--- src/rtl/iob_pkg.sv ---
// Shared types and constants for the I/O bus bridge: FSM states and 6800 E-clock slot numbers.
package iob_pkg;

  typedef enum logic [3:0] {
    ST_IDLE,
    ST_ADDR,
    ST_STRB,
    ST_WAIT,
    ST_VSYNC,
    ST_VWAIT,
    ST_DATA,
    ST_NEG,
    ST_DONE
  } iob_state_t;

  localparam logic [3:0] E_HI_START = 4'd6;
  localparam logic [3:0] E_LAST     = 4'd9;
  localparam logic [3:0] VMA_SLOT   = 4'd3;
  localparam int         TO_W       = 8;

endpackage

--- src/rtl/iob_eclk.sv ---
// IOB state tick divider and free-running 6800 E clock (10 ticks per period, 4 high / 6 low).
module iob_eclk
  import iob_pkg::*;
#(
  parameter int DIV = 2
) (
  input  logic       CLK,
  input  logic       RES,
  output logic       tick,
  output logic       E,
  output logic [3:0] ecount
);

  localparam int DW = (DIV > 1) ? $clog2(DIV) : 1;

  logic [DW-1:0] div_cnt;
  logic [3:0]    ecount_nxt;

  assign tick       = (div_cnt == DW'(DIV - 1));
  assign ecount_nxt = (ecount == E_LAST) ? 4'd0 : ecount + 4'd1;

  // NOTE: registered state uses non-blocking assignments so every flop samples pre-edge values.
  always_ff @(posedge CLK or posedge RES) begin
    if (RES) begin
      div_cnt <= '0;
      ecount  <= 4'd0;
      E       <= 1'b0;
    end else begin
      div_cnt <= tick ? '0 : div_cnt + 1'b1;
      if (tick) begin
        ecount <= ecount_nxt;
        E      <= (ecount_nxt >= E_HI_START);
      end
    end
  end

endmodule

--- src/rtl/iob_bridge.sv ---
// Runs one 68000-style IOB cycle (DTACK, VPA/E or autovector IACK) per FSB select and returns
// a single termination pulse. All outputs are registered.
module iob_bridge
  import iob_pkg::*;
#(
  parameter int DIV     = 2,
  parameter int TIMEOUT = 255
) (
  input  logic       CLK,
  input  logic       RES,
  input  logic       IOREQ,
  input  logic       IACK,
  input  logic       RnW,
  input  logic [1:0] BE,
  output logic       IOACK,
  output logic       IOBERR,
  output logic       AVEC,
  output logic       IODLatch,
  output logic       nAS_IOB,
  output logic       nUDS_IOB,
  output logic       nLDS_IOB,
  output logic       RnW_IOB,
  output logic       nDoutOE,
  output logic       E,
  output logic       nVMA,
  input  logic       nDTACK,
  input  logic       nVPA,
  input  logic       nBERR
);

  logic       tick;
  logic [3:0] ecount;

  iob_eclk #(.DIV(DIV)) u_eclk (
    .CLK    (CLK),
    .RES    (RES),
    .tick   (tick),
    .E      (E),
    .ecount (ecount)
  );

  logic [1:0] dtack_sync, vpa_sync, berr_sync;
  logic       dtack_s, vpa_s, berr_s;

  always_ff @(posedge CLK or posedge RES) begin
    if (RES) begin
      dtack_sync <= 2'b11;
      vpa_sync   <= 2'b11;
      berr_sync  <= 2'b11;
    end else begin
      dtack_sync <= {dtack_sync[0], nDTACK};
      vpa_sync   <= {vpa_sync[0], nVPA};
      berr_sync  <= {berr_sync[0], nBERR};
    end
  end

  assign dtack_s = ~dtack_sync[1];
  assign vpa_s   = ~vpa_sync[1];
  assign berr_s  = ~berr_sync[1];

  iob_state_t      state_q, state_d;
  logic            armed_q, armed_d;
  logic            rnw_q, rnw_d;
  logic            iack_q, iack_d;
  logic            err_q, err_d;
  logic            vpath_q, vpath_d;
  logic            abort_q, abort_d;
  logic [1:0]      be_q, be_d;
  logic [TO_W-1:0] tcnt_q, tcnt_d;
  logic            nas_d, nuds_d, nlds_d, rnw_iob_d, ndoe_d, nvma_d;
  logic            ioack_d, ioberr_d, avec_d, iodl_d;

  // NOTE: every variable gets a default first so no path through the case leaves a latch.
  always_comb begin
    state_d   = state_q;
    armed_d   = armed_q;
    rnw_d     = rnw_q;
    iack_d    = iack_q;
    err_d     = err_q;
    vpath_d   = vpath_q;
    abort_d   = abort_q;
    be_d      = be_q;
    tcnt_d    = tcnt_q;
    nas_d     = nAS_IOB;
    nuds_d    = nUDS_IOB;
    nlds_d    = nLDS_IOB;
    rnw_iob_d = RnW_IOB;
    ndoe_d    = nDoutOE;
    nvma_d    = nVMA;
    ioack_d   = 1'b0;
    ioberr_d  = 1'b0;
    avec_d    = 1'b0;
    iodl_d    = 1'b0;

    // The FSB may abandon the access; the IOB cycle still completes but reports nothing.
    if (state_q != ST_IDLE && !IOREQ) abort_d = 1'b1;

    unique case (state_q)
      ST_IDLE: begin
        if (!IOREQ) begin
          armed_d = 1'b1;
        end else if (armed_q && tick) begin
          state_d = ST_ADDR;
          armed_d = 1'b0;
          rnw_d   = RnW;
          be_d    = BE;
          iack_d  = IACK;
          err_d   = 1'b0;
          vpath_d = 1'b0;
          abort_d = 1'b0;
        end
      end
      ST_ADDR: if (tick) begin
        state_d = ST_STRB;
        nas_d   = 1'b0;
        if (!rnw_q) begin
          ndoe_d    = 1'b0;
          rnw_iob_d = 1'b0;
        end
      end
      ST_STRB: if (tick) begin
        state_d = ST_WAIT;
        nuds_d  = ~be_q[1];
        nlds_d  = ~be_q[0];
        tcnt_d  = '0;
      end
      ST_WAIT: if (tick) begin
        if (berr_s) begin
          state_d = ST_NEG;
          err_d   = 1'b1;
        end else if (dtack_s) begin
          state_d = ST_DATA;
        end else if (vpa_s) begin
          state_d = ST_VSYNC;
          vpath_d = 1'b1;
        end else if (tcnt_q == TO_W'(TIMEOUT)) begin
          state_d = ST_NEG;
          err_d   = 1'b1;
        end else if (tcnt_q != '1) begin
          tcnt_d = tcnt_q + 1'b1;
        end
      end
      // VMA goes low on the tick that moves E into its VMA slot.
      ST_VSYNC: if (tick && ecount == VMA_SLOT - 4'd1) begin
        state_d = ST_VWAIT;
        nvma_d  = 1'b0;
      end
      ST_VWAIT: if (tick) begin
        if (berr_s) begin
          state_d = ST_NEG;
          err_d   = 1'b1;
        end else if (ecount == E_LAST) begin
          state_d = ST_DATA;
        end
      end
      ST_DATA: if (tick) begin
        state_d = ST_NEG;
        iodl_d  = rnw_q;
      end
      ST_NEG: if (tick) begin
        state_d   = ST_DONE;
        nas_d     = 1'b1;
        nuds_d    = 1'b1;
        nlds_d    = 1'b1;
        nvma_d    = 1'b1;
        ndoe_d    = 1'b1;
        rnw_iob_d = 1'b1;
      end
      ST_DONE: begin
        state_d = ST_IDLE;
        if (!abort_q && IOREQ) begin
          ioberr_d = err_q;
          ioack_d  = !err_q;
          avec_d   = !err_q && vpath_q && iack_q;
        end
      end
      default: state_d = ST_IDLE;
    endcase
  end

  always_ff @(posedge CLK or posedge RES) begin
    if (RES) begin
      state_q  <= ST_IDLE;
      armed_q  <= 1'b1;
      rnw_q    <= 1'b1;
      iack_q   <= 1'b0;
      err_q    <= 1'b0;
      vpath_q  <= 1'b0;
      abort_q  <= 1'b0;
      be_q     <= 2'b00;
      tcnt_q   <= '0;
      nAS_IOB  <= 1'b1;
      nUDS_IOB <= 1'b1;
      nLDS_IOB <= 1'b1;
      RnW_IOB  <= 1'b1;
      nDoutOE  <= 1'b1;
      nVMA     <= 1'b1;
      IOACK    <= 1'b0;
      IOBERR   <= 1'b0;
      AVEC     <= 1'b0;
      IODLatch <= 1'b0;
    end else begin
      state_q  <= state_d;
      armed_q  <= armed_d;
      rnw_q    <= rnw_d;
      iack_q   <= iack_d;
      err_q    <= err_d;
      vpath_q  <= vpath_d;
      abort_q  <= abort_d;
      be_q     <= be_d;
      tcnt_q   <= tcnt_d;
      nAS_IOB  <= nas_d;
      nUDS_IOB <= nuds_d;
      nLDS_IOB <= nlds_d;
      RnW_IOB  <= rnw_iob_d;
      nDoutOE  <= ndoe_d;
      nVMA     <= nvma_d;
      IOACK    <= ioack_d;
      IOBERR   <= ioberr_d;
      AVEC     <= avec_d;
      IODLatch <= iodl_d;
    end
  end

endmodule

--- config.mk ---
export PLATFORM = sky130hd
export DESIGN_NAME = iob_bridge
export DESIGN_NICKNAME = d
export VERILOG_FILES = /design/src/rtl/iob_pkg.sv /design/src/rtl/iob_eclk.sv /design/src/rtl/iob_bridge.sv
export SDC_FILE = /design/constraint.sdc
export NUM_CORES = 1
export LEC_CHECK = 0
export BUFFER_PORTS_ARGS = -buffer_cell sky130_fd_sc_hd__clkbuf_2
export CAP_MARGIN = 25
export CORE_ASPECT_RATIO = 1.1
export CORE_UTILIZATION = 55
export CTS_BUF_LIST = sky130_fd_sc_hd__clkbuf_4
export CTS_CLUSTER_DIAMETER = 120
export CTS_CLUSTER_SIZE = 10
export DETAILED_ROUTE_END_ITERATION = 10
export PLACE_DENSITY = 0.75
export SETUP_SLACK_MARGIN = 0.5
export SYNTH_ARGS = -nofsm -noshare
export SYNTH_HDL_FRONTEND = slang
export SYNTH_SLANG_ARGS = --single-unit
--- constraint.sdc ---
create_clock -name CLK -period 2.4 [get_ports CLK]
set_clock_uncertainty 0.05 [all_clocks]
set_input_delay 0.24 -clock CLK [delete_from_list [all_inputs] [get_ports CLK]]
set_output_delay 0.24 -clock CLK [all_outputs]
set_load 0.005 [all_outputs]
==> results of run 1 <==
==> kinds of logic (layout without fill, tap and decap cells) <==
logic type               count (synthesis)  count (layout)  synth area share
AND/OR/NAND/NOR                         72              72            0.2023
AO/OA/AOI/OAI                           42              42            0.1592
flip-flops                              41              41            0.5367
buffers and inverters                   19              59           0.04188
multiplexers                             7               7           0.03995
XOR/XNOR                                 3               3           0.01353
adder cells (fa/ha/maj)                  1               1          0.006442
==> worst max-delay path, delay by kind of cell (launching register included) <==
family / cells / cell delay [ps]
compound gates: 1 / 220
buf+inv: 1 / 160
flops: 1 / 560
mux: 1 / 330
simple gates: 2 / 500
==> registers in the layout, summed over array words and instances, names as in the netlist, 2 cells and up <==
name	flops
berr_sync	2
state_q	4
u_eclk.ecount	4
tcnt_q	8
vpa_sync	2
be_q	2
dtack_sync	2
==> cell type report <==
cell class | instances | area (sq um) | share of cell area
Clock buffer | 5 | 37.54 | 0.01580
Clock inverter | 3 | 45.04 | 0.01896
Inverter | 8 | 30.03 | 0.01264
Multi-Input combinational cell | 125 | 870.8 | 0.3665
Sequential cell | 41 | 1046 | 0.4402
Tap cell | 48 | 60.06 | 0.02528
Timing Repair Buffer | 43 | 286.5 | 0.1206
==> routing by layer <==
metal,routed length (microns),GRT usage,vias up,share of wire
met5,0,0,-,0
met4,50,0.09524,0,0.012
met3,182,0.04049,5,0.043
met2,2144,0.4210,54,0.51
met1,1846,0.3481,792,0.44
li1,-,-,743,-
==> power breakdown <==
group | leakage [uW] | internal (uW) | total [uW] | switching [uW]
logic | 0.000524 | 508 | 992 | 484
clock network | 0.0000457 | 222 | 464 | 242
registers | 0.000494 | 886 | 1010 | 128
==> worst paths after layout <==
check | end | start | cells after the start
setup reg to reg | be_q[1] | armed_q | 5
setup / recovery | be_q[1] | armed_q | 5
hold / removal | iack_q | IACK | 2
max in group asynchronous | armed_q | RES | 4
hold reg to reg | vpa_sync[1] | vpa_sync[0] | 0
min in group asynchronous | state_q[3] | RES | 4
==> cell usage in the layout (no fill, tap or decap), types with 3 or more instances in the layout <==
cell	Yosys	final
a21oi_1	6	6
dfrtp_1	28	25
nor3_1	5	5
mux2_2	6	3
a2bb2oi_1	3	3
and3_1	3	3
buf_4	2	18
clkbuf_2	0	20
nand2_1	17	16
nor2_1	13	13
o211ai_1	4	4
dlygate4sd3_1	0	4
clkbuf_4	0	5
dfrtp_2	0	3
nand2b_1	4	4
inv_1	8	8
nand3_1	8	8
dfstp_2	13	13
o31ai_1	3	3
o21ai_0	7	6
nor2b_1	4	4
mux2_4	0	3
==> stage by stage <==
step	worst slack, ps	utilization	cells	hold WS [ps]	total power (uW)
2_1_floorplan	506.7	-	185	194.5	1567
3_3_place_gp	377.5	0.6248	248	278.1	1743
3_5_place_dp	353.6	0.6248	248	278.8	1760
4_1_cts	471.8	0.6908	270	50.58	2371
5_1_grt	431.2	0.7075	273	57.39	2634
6_report	482.5	0.7075	273	59.46	2470
==> timing repair <==
action	in CTS	in global routing
hold buffers	4	0
gates cloned	0	0
endpoints found under the hold margin	31	0
resized for setup	7	8
setup endpoints to repair	9	10
setup buffers	10	3
pin swaps	2	2
==> run summary, run 1 <==
Outcome: complete, no violations
GR Util All Layers: 0.2589
Peak supply drop: 0.7355 mV
Slew Limit Fails: 0
Top-count cell post-synth: dfrtp_1
Setup TNS: 0 ps
EDFF count, synth: 0
DIE HEIGHT: 64.32 microns
Root Buffer: clkbuf_4
Synth cell types: 49
Share of flip-flops with an asynchronous set or reset: 1.000
Largest area contributor in the netlist: dfrtp_1
Core area: 3358 sq um
Setup repair after global routing missed its margin: true
Startpoint type of the worst setup path: register
Synth top area share: 0.3608
Final Cell Area: 2376 sq um
CTS buffer count: 5
Routability cong.: 0.8975
Final net count: 235
Setup CP Type: register to register
Fin crit share: 0.7990
Antenna-violating nets left: 0
DIE WIDTH: 58.66 microns
Worst hold-check path type: input pin to register
Crit-path cells: nand2_2 -> or4_4 -> a211oi_4 -> buf_6 -> mux2_2
Final wirelength: 4224 microns
Worst R2R Setup Slack: 480 ps
Post-synth net total: 196
DRC viols: 0
Clock sink total: 41
Iteration-0 DRC count of the detailed router: 104
Tmin final: 1917 ps
Total congestion overflow: 0
Routed wire per std cell: 15.47 microns
Vias: 1594
Pin count of the biggest net entering global routing: 42
Fillcell total: 270
Post-synthesis sequential area ratio: 0.5367
Final Hold Viols: 0
DR vias/cell: 5.839
CTS H-Tree Depth: 2
Cells after Synth: 185
Post-DP Area: 2098 sq um
Initial core utilization: 0.5782
Critical path arrival: 2120 ps
Slowest-stage cell, CP: dfstp_2
Netlist Area Pre-Place: 1942 sq um
Mean Syn Cell Area: 10.50 sq um
Leakage: 0.001063 uW
Power Density: 1040 nW/um^2
CP endpoint kind: register
Clk buf depth: 2
Row count: 22
Clock slew at reported path FFs: 130 ps
First-pass GRT wire length: 7272 microns
List of most frequent post-synthesis cells: dfrtp_1 (28), nand2_1 (17), dfstp_2 (13), nor2_1 (13)
Data required, critical path: 2600 ps
# IOs: 21
Ant diodes: 0
Initial antenna violation count: 0
HPWL Detailed: 2769 microns
Worst-skew pair later-pin latency: 350 ps
Max FO, Critical Path: 5
Vias in the first global route: 1548
Area grow syn2layout: 22.36%
Fmax: 521.5 MHz
Tightest Pin Transition: 495.7 ps
Setup violations, final: 0
MaxCap Viol Count: 0
Die area: 3773 sq um
Seq cells post-synth: 41
IO buf count: 20
Synth Flop Type: dfrtp_1
CP max stage delay: 560 ps
Layout cells sized above 1: 0.3689
Dominant cells by area after synthesis: dfrtp_1 (36%), dfstp_2 (18%), mux2_2 (3.5%)
DR pass1 iterations: 5
CTS tree: done
Yosys warnings: 0
Max_slew headroom: 0.6695
(Power assumes the default switching activity.)
==> inputs of run 2 (changes only) <==
==> constraint.sdc (replaced) <==
create_clock -name CLK -period 1.8 [get_ports CLK]
set_clock_uncertainty 0.05 [all_clocks]
set_input_delay 0.18 -clock CLK [delete_from_list [all_inputs] [get_ports CLK]]
set_output_delay 0.18 -clock CLK [all_outputs]
set_load 0.005 [all_outputs]
==> run 2 against run 1 <==
Effect of this change: the run now ends with setup timing left; clock power is 58% higher; design area grew 29%; count of clock-buffer cells in the layout unchanged; critical path depth is 1 higher; sequential share of layout area down 10 points; non-clock buffer count up 41; fmax down 2.0%; combinational power increased by 140%; die area stayed put; power increased by 83%; worst hold slack lost 1.1 ps.
==> run summary, run 2 (synthesis gave the netlist of run 1 again) <==
Outcome: complete, but fails checks (was complete, no violations)
Failing checks: setup timing
Most flop-heavy register: tcnt_q (unchanged)
Peak supply drop: 0.9411 mV (was 0.7355 mV)
Routed wire per std cell: 21.30 microns (was 15.47 microns)
Non-filler cells, final: 314 (was 273)
Tmin final: 1957 ps (was 1917 ps)
Clk buf depth: 2 (unchanged)
Iteration-0 DRC count of the detailed router: 167 (was 104)
Final wirelength: 6688 microns (was 4224 microns)
Initial core utilization: 0.5782 (unchanged)
Routability cong.: 0.8936 (was 0.8975)
CP max stage delay: 470 ps (was 560 ps)
DRC viols: 0 (unchanged)
Clock slew at reported path FFs: 120 ps (was 130 ps)
CP most frequent cell: buf_6
Final Cell Area: 3077 sq um (was 2376 sq um)
CP startpoint: state_q[1] (was armed_q)
Internal power: 2866 uW (was 1615 uW)
DIE WIDTH: 58.66 microns (unchanged)
Data required, critical path: 2000 ps (was 2600 ps)
Max FO, Critical Path: 5 (unchanged)
DIE HEIGHT: 64.32 microns (unchanged)
Sw frac: 0.3646 (was 0.3460)
Final net count: 276 (was 235)
Leakage: 0.001395 uW (was 0.001063 uW)
R2R Path End: be_q[1] (unchanged)
Setup CP Type: register to register (unchanged)
Die area: 3773 sq um (unchanged)
Max FFs per register: 8 (unchanged)
Setup repair after global routing missed its margin: true (unchanged)
Max_slew headroom: 0.6647 (was 0.6695)
Root Buffer: clkbuf_4 (unchanged)
Core area: 3358 sq um (unchanged)
Slowest-stage cell, CP: dfrtp_2 (was dfstp_2)
CTS buffer count: 5 (unchanged)
Row count: 22 (unchanged)
Clock sink total: 41 (unchanged)
NetSw: 1645 uW (was 854.6 uW)
CP endpoint kind: register (unchanged)
Fillcell total: 136 (was 270)
Vias: 1912 (was 1594)
Cell family with most CP delay: compound AO/OA/AOI/OAI gates (was flip-flops)
Reg2reg start: state_q[1] (was armed_q)
GR Util All Layers: 0.3235 (was 0.2589)
Layout cells sized above 1: 0.6015 (was 0.3689)
Worst hold-check path type: input pin to register (unchanged)
Crit-path cells: buf_6 -> nor3b_1 -> o21ai_1 -> a211oi_4 -> buf_6 -> mux2_4 (was nand2_2 -> or4_4 -> a211oi_4 -> buf_6 -> mux2_2)
Post-DP Area: 2313 sq um (was 2098 sq um)
Initial antenna violation count: 0 (unchanged)
Worst R2R Setup Slack: -160 ps (was 480 ps)
Clk pwr share: 0.163 (was 0.188)
IO buf count: 20 (unchanged)
Tightest Pin Transition: 503.0 ps (was 495.7 ps)
DR pass1 iterations: 4 (was 5)
WP buf/inv: 2 (was 1)
Fin crit share: 1.087 (was 0.7990)
DR vias/cell: 6.089 (was 5.839)
Placed cells: 271 (was 248)
FF-to-FF path depth: 6 (was 5)
Seq pwr share: 0.304 (was 0.411)
Commonest non-fill, non-tap cells in the layout: buf_4 (36), dfrtp_1 (24), buf_6 (20), clkbuf_2 (20), dfstp_2 (13) (was dfrtp_1 (25), clkbuf_2 (20), buf_4 (18))
CTS tree: done (unchanged)
Area grow syn2layout: 58.44% (was 22.36%)
WP depth: 6 (was 5)
Slew Limit Fails: 0 (unchanged)
Antenna-violating nets left: 0 (unchanged)
Fmax: 511.1 MHz (was 521.5 MHz)
Final Hold Viols: 0 (unchanged)
Startpoint type of the worst setup path: register (unchanged)
Setup violations, final: 14 (was 0)
Power Density: 1466 nW/um^2 (was 1040 nW/um^2)
Total congestion overflow: 0 (unchanged)
CTS H-Tree Depth: 2 (unchanged)
# IOs: 21 (unchanged)
Commonest non-fill, non-tap cell in the layout: buf_4 (was dfrtp_1)
Tot Pwr: 4511 uW (was 2470 uW)
MaxCap Viol Count: 0 (unchanged)
Vias in the first global route: 1859 (was 1548)
Pin count of the biggest net entering global routing: 42 (unchanged)
First-pass GRT wire length: 8845 microns (was 7272 microns)
Setup ws final: -156.7 ps (was 482.5 ps)
Critical path arrival: 2160 ps (was 2120 ps)
Gate power share: 0.533 (was 0.402)
HPWL Detailed: 3123 microns (was 2769 microns)
Ant diodes: 0 (unchanged)
Worst-skew pair later-pin latency: 350 ps (about the same)
Worst Setup EP: be_q[1] (unchanged)
Biggest regs: tcnt_q: 8 flops, state_q: 4 flops, u_eclk.ecount: 4 flops (unchanged)
Setup TNS: -1178 ps (was 0 ps)
[run 2: final cells by class]
class,count,area [sq um],share of cell area
Multi-Input combinational cell,125,1154,0.3750
Sequential cell,41,1047,0.3404
Clock inverter,3,65.06,0.02115
Tap cell,48,60.06,0.01952
Timing Repair Buffer,84,680.7,0.2212
Clock buffer,5,37.54,0.01220
Inverter,8,32.53,0.01057
[run 2: power by group through the flow]
stage / sequential, uW / clock (uW) / combinational, uW
after detailed placement: 1340 / 0 / 1280
after global routing: 1390 / 774 / 2540
after global placement: 1320 / 0 / 1240
final: 1370 / 735 / 2410
after CTS: 1320 / 733 / 1820
after floorplan: 1290 / 0 / 860
[run 2: repair_timing]
item / in CTS / in global routing
hold buffers: 5 / 2
resized for setup: 60 / 33
pin swaps: 15 / 14
gates cloned: 1 / 0
setup buffers: 13 / 14
hold endpoints to repair: 32 / 2
endpoints found under the setup margin: 28 / 29
[run 2: routing by layer]
layer	share of wire	GRT usage
met1	0.38	0.3690
met2	0.49	0.5647
met3	0.073	0.07085
met4	0.060	0.1548
met5	0	0
[run 2: worst min path at each step]
stage / from / to / slack, ps / cells past startpoint
final: BE[1] / be_q[1] / 60 / 2
after global routing: BE[1] / be_q[1] / 50 / 2
after CTS: BE[0] / be_q[0] / 2 / 2
after detailed placement: nDTACK / dtack_sync[0] / 220 / 1
after global placement: nDTACK / dtack_sync[0] / 220 / 1
after floorplan: nBERR / berr_sync[0] / 130 / 0
[run 2: through the flow]
stage	util	hold WS (ps)	worst slack [ps]
6_report	0.9162	58.39	-156.7
5_1_grt	0.9162	54.73	-233.6
4_1_cts	0.8409	1.856	-128.1
3_5_place_dp	0.6889	219.5	-127.3
3_3_place_gp	0.6889	219.0	-72.82
2_1_floorplan	-	134.5	-82.49
==> inputs of run 3 (changes only) <==
--- a/config.mk
+++ b/config.mk
@@ -5,15 +5,14 @@
 export SDC_FILE = /design/constraint.sdc
 export NUM_CORES = 1
 export LEC_CHECK = 0
-export BUFFER_PORTS_ARGS = -buffer_cell sky130_fd_sc_hd__clkbuf_2
 export CAP_MARGIN = 25
 export CORE_ASPECT_RATIO = 1.1
-export CORE_UTILIZATION = 55
+export CORE_UTILIZATION = 30
 export CTS_BUF_LIST = sky130_fd_sc_hd__clkbuf_4
 export CTS_CLUSTER_DIAMETER = 120
 export CTS_CLUSTER_SIZE = 10
 export DETAILED_ROUTE_END_ITERATION = 10
-export PLACE_DENSITY = 0.75
+export DONT_BUFFER_PORTS = 1
 export SETUP_SLACK_MARGIN = 0.5
 export SYNTH_ARGS = -nofsm -noshare
 export SYNTH_HDL_FRONTEND = slang
==> run 3 against run 2 <==
Effect of this change: the flow still finishes with violations (setup timing); fmax grew 4.0%; count of clock-buffer cells in the layout grew 1; design area shrank 2.4%; utilization shrank 43 points; largest power group unchanged.
==> run summary, run 3 (synthesis gave the netlist of run 1 again) <==
Outcome: complete, but fails checks (unchanged)
Failing checks: setup timing (unchanged)
Clock slew at reported path FFs: 130 ps (was 120 ps)
Commonest non-fill, non-tap cells in the layout: buf_4 (32), dfrtp_1 (24), buf_6 (22) (was buf_4 (36), dfrtp_1 (24), buf_6 (20), clkbuf_2 (20), dfstp_2 (13))
First-pass GRT wire length: 8100 microns (was 8845 microns)
Total congestion overflow: 0 (unchanged)
CP endpoint kind: register (unchanged)
Reg2reg start: armed_q (was state_q[1])
Fin crit share: 1.045 (was 1.087)
Worst hold-check path type: input pin to register (unchanged)
DR pass1 iterations: 5 (was 4)
Routability cong.: 0.8289 (was 0.8936)
Initial core utilization: 0.3135 (was 0.5782)
Clock sink total: 41 (unchanged)
Root Buffer: clkbuf_4 (unchanged)
IO buf count: 0 (was 20)
R2R Path End: be_q[1] (unchanged)
Core area: 6193 sq um (was 3358 sq um)
Worst-skew pair later-pin latency: 360 ps (was 350 ps)
Dpl ws: -112.0 ps (was -127.3 ps)
Commonest non-fill, non-tap cell in the layout: buf_4 (unchanged)
Cell depth of the worst min-delay path: 4 (was 2)
Tightest Pin Transition: 510.5 ps (was 503.0 ps)
Fmax: 531.4 MHz (was 511.1 MHz)
Setup ws final: -81.90 ps (was -156.7 ps)
Critical path arrival: 2090 ps (was 2160 ps)
GR Util All Layers: 0.1562 (was 0.3235)
Biggest regs: tcnt_q: 8 flops, state_q: 4 flops, u_eclk.ecount: 4 flops (unchanged)
Data required, critical path: 2010 ps (was 2000 ps)
CTS tree: done (unchanged)
WHS: 102.7 ps (was 58.39 ps)
Antenna-violating nets left: 0 (unchanged)
Iteration-0 DRC count of the detailed router: 73 (was 167)
Non-filler cells, final: 326 (was 314)
Area grow syn2layout: 54.70% (was 58.44%)
Clk buf depth: 2 (unchanged)
DIE HEIGHT: 86.38 microns (was 64.32 microns)
Vias: 1643 (was 1912)
HPWL Detailed: 3101 microns (was 3123 microns)
Startpoint type of the worst setup path: register (unchanged)
Die area: 6799 sq um (was 3773 sq um)
CTS H-Tree Depth: 2 (unchanged)
Placed cells: 289 (was 271)
Routed wire per std cell: 15.47 microns (was 21.30 microns)
Tmin final: 1882 ps (was 1957 ps)
Peak supply drop: 0.7818 mV (was 0.9411 mV)
Setup violations, final: 10 (was 14)
Row count: 30 (was 22)
FF-to-FF path depth: 5 (was 6)
Worst R2R Setup Slack: -80 ps (was -160 ps)
Power Density: 1347 nW/um^2 (was 1466 nW/um^2)
Ant diodes: 0 (unchanged)
Slew Limit Fails: 0 (unchanged)
Final Hold Viols: 0 (unchanged)
Setup repair after global routing missed its margin: true (unchanged)
Final wirelength: 5044 microns (was 6688 microns)
MaxCap Viol Count: 0 (unchanged)
Max FO, Critical Path: 2 (was 5)
Most flop-heavy register: tcnt_q (unchanged)
Pin count of the biggest net entering global routing: 42 (unchanged)
Core Util, Final: 0.4851 (was 0.9162)
Max FFs per register: 8 (unchanged)
Initial antenna violation count: 0 (unchanged)
Layout cells sized above 1: 0.5407 (was 0.6015)
Hold Crit Endpoint: vpath_q (was be_q[1])
DR vias/cell: 5.040 (was 6.089)
Tot Pwr: 4048 uW (was 4511 uW)
# IOs: 21 (unchanged)
Leakage: 0.001318 uW (was 0.001395 uW)
Final net count: 256 (was 276)
Hold_sp: IOREQ (was BE[1])
Setup CP Type: register to register (unchanged)
Max_slew headroom: 0.6597 (was 0.6647)
DIE WIDTH: 78.71 microns (was 58.66 microns)
Vias in the first global route: 1701 (was 1859)
CTS buffer count: 5 (unchanged)
DRC viols: 0 (unchanged)
run 3: repair_timing:
| item | 4_1_cts | 5_1_grt |
|---|---|---|
| resized for setup | 52 | 37 |
| setup buffers | 17 | 2 |
| hold buffers | 9 | 0 |
| cloned | 1 | 0 |
| setup endpoints to repair | 28 | 30 |
| endpoints found under the hold margin | 37 | 0 |
| pin swaps | 17 | 18 |
run 3: worst max-delay path by stage:
| stage | startpoint | end | slack (ps) | depth (start not counted) |
|---|---|---|---|---|
| floorplan | state_q[0] | be_q[0] | -80 | 4 |
| global placement | armed_q | be_q[0] | -80 | 4 |
| detailed placement | armed_q | iack_q | -110 | 4 |
| CTS | armed_q | iack_q | -100 | 5 |
| global route | armed_q | be_q[1] | -160 | 5 |
| finish | armed_q | be_q[1] | -80 | 5 |
run 3: area by class of cell:
type / instances / area (sq um)
fill: 551 / 3189
multi-input combinational: 125 / 1154
sequential: 41 / 1047
timing repair buffer: 64 / 593.1
tap: 80 / 100.1
clock buffer: 6 / 45.04
clock inverter: 2 / 35.03
inverter: 8 / 30.03
run 3: critical path, stage by stage, from the launching register on:
cell and delay [ps]:
dfstp_2 560, nand2_2 50, or4_4 440, a211oi_4 230
buf_4 160, mux2_4 300
run 3: per-layer routing:
| layer | share of wire | global-route usage |
|---|---|---|
| met1 | 0.44 | 0.1992 |
| met2 | 0.52 | 0.2561 |
| met3 | 0.028 | 0.03368 |
| met4 | 0.019 | 0.06566 |
| met5 | 0 | 0 |
run 3: stage by stage:
stage,cell area (sq um),TNS [ps]
6_report,3004,-489.6
2_1_floorplan,2008,-372.9
5_1_grt,3004,-1225
4_1_cts,2820,-555.7
3_3_place_gp,2298,-328.4
3_5_place_dp,2298,-540.9
run 3: power by group:
group | internal, uW | switching, uW
sequential | 1180 | 179
combinational | 1150 | 930
clock | 306 | 299
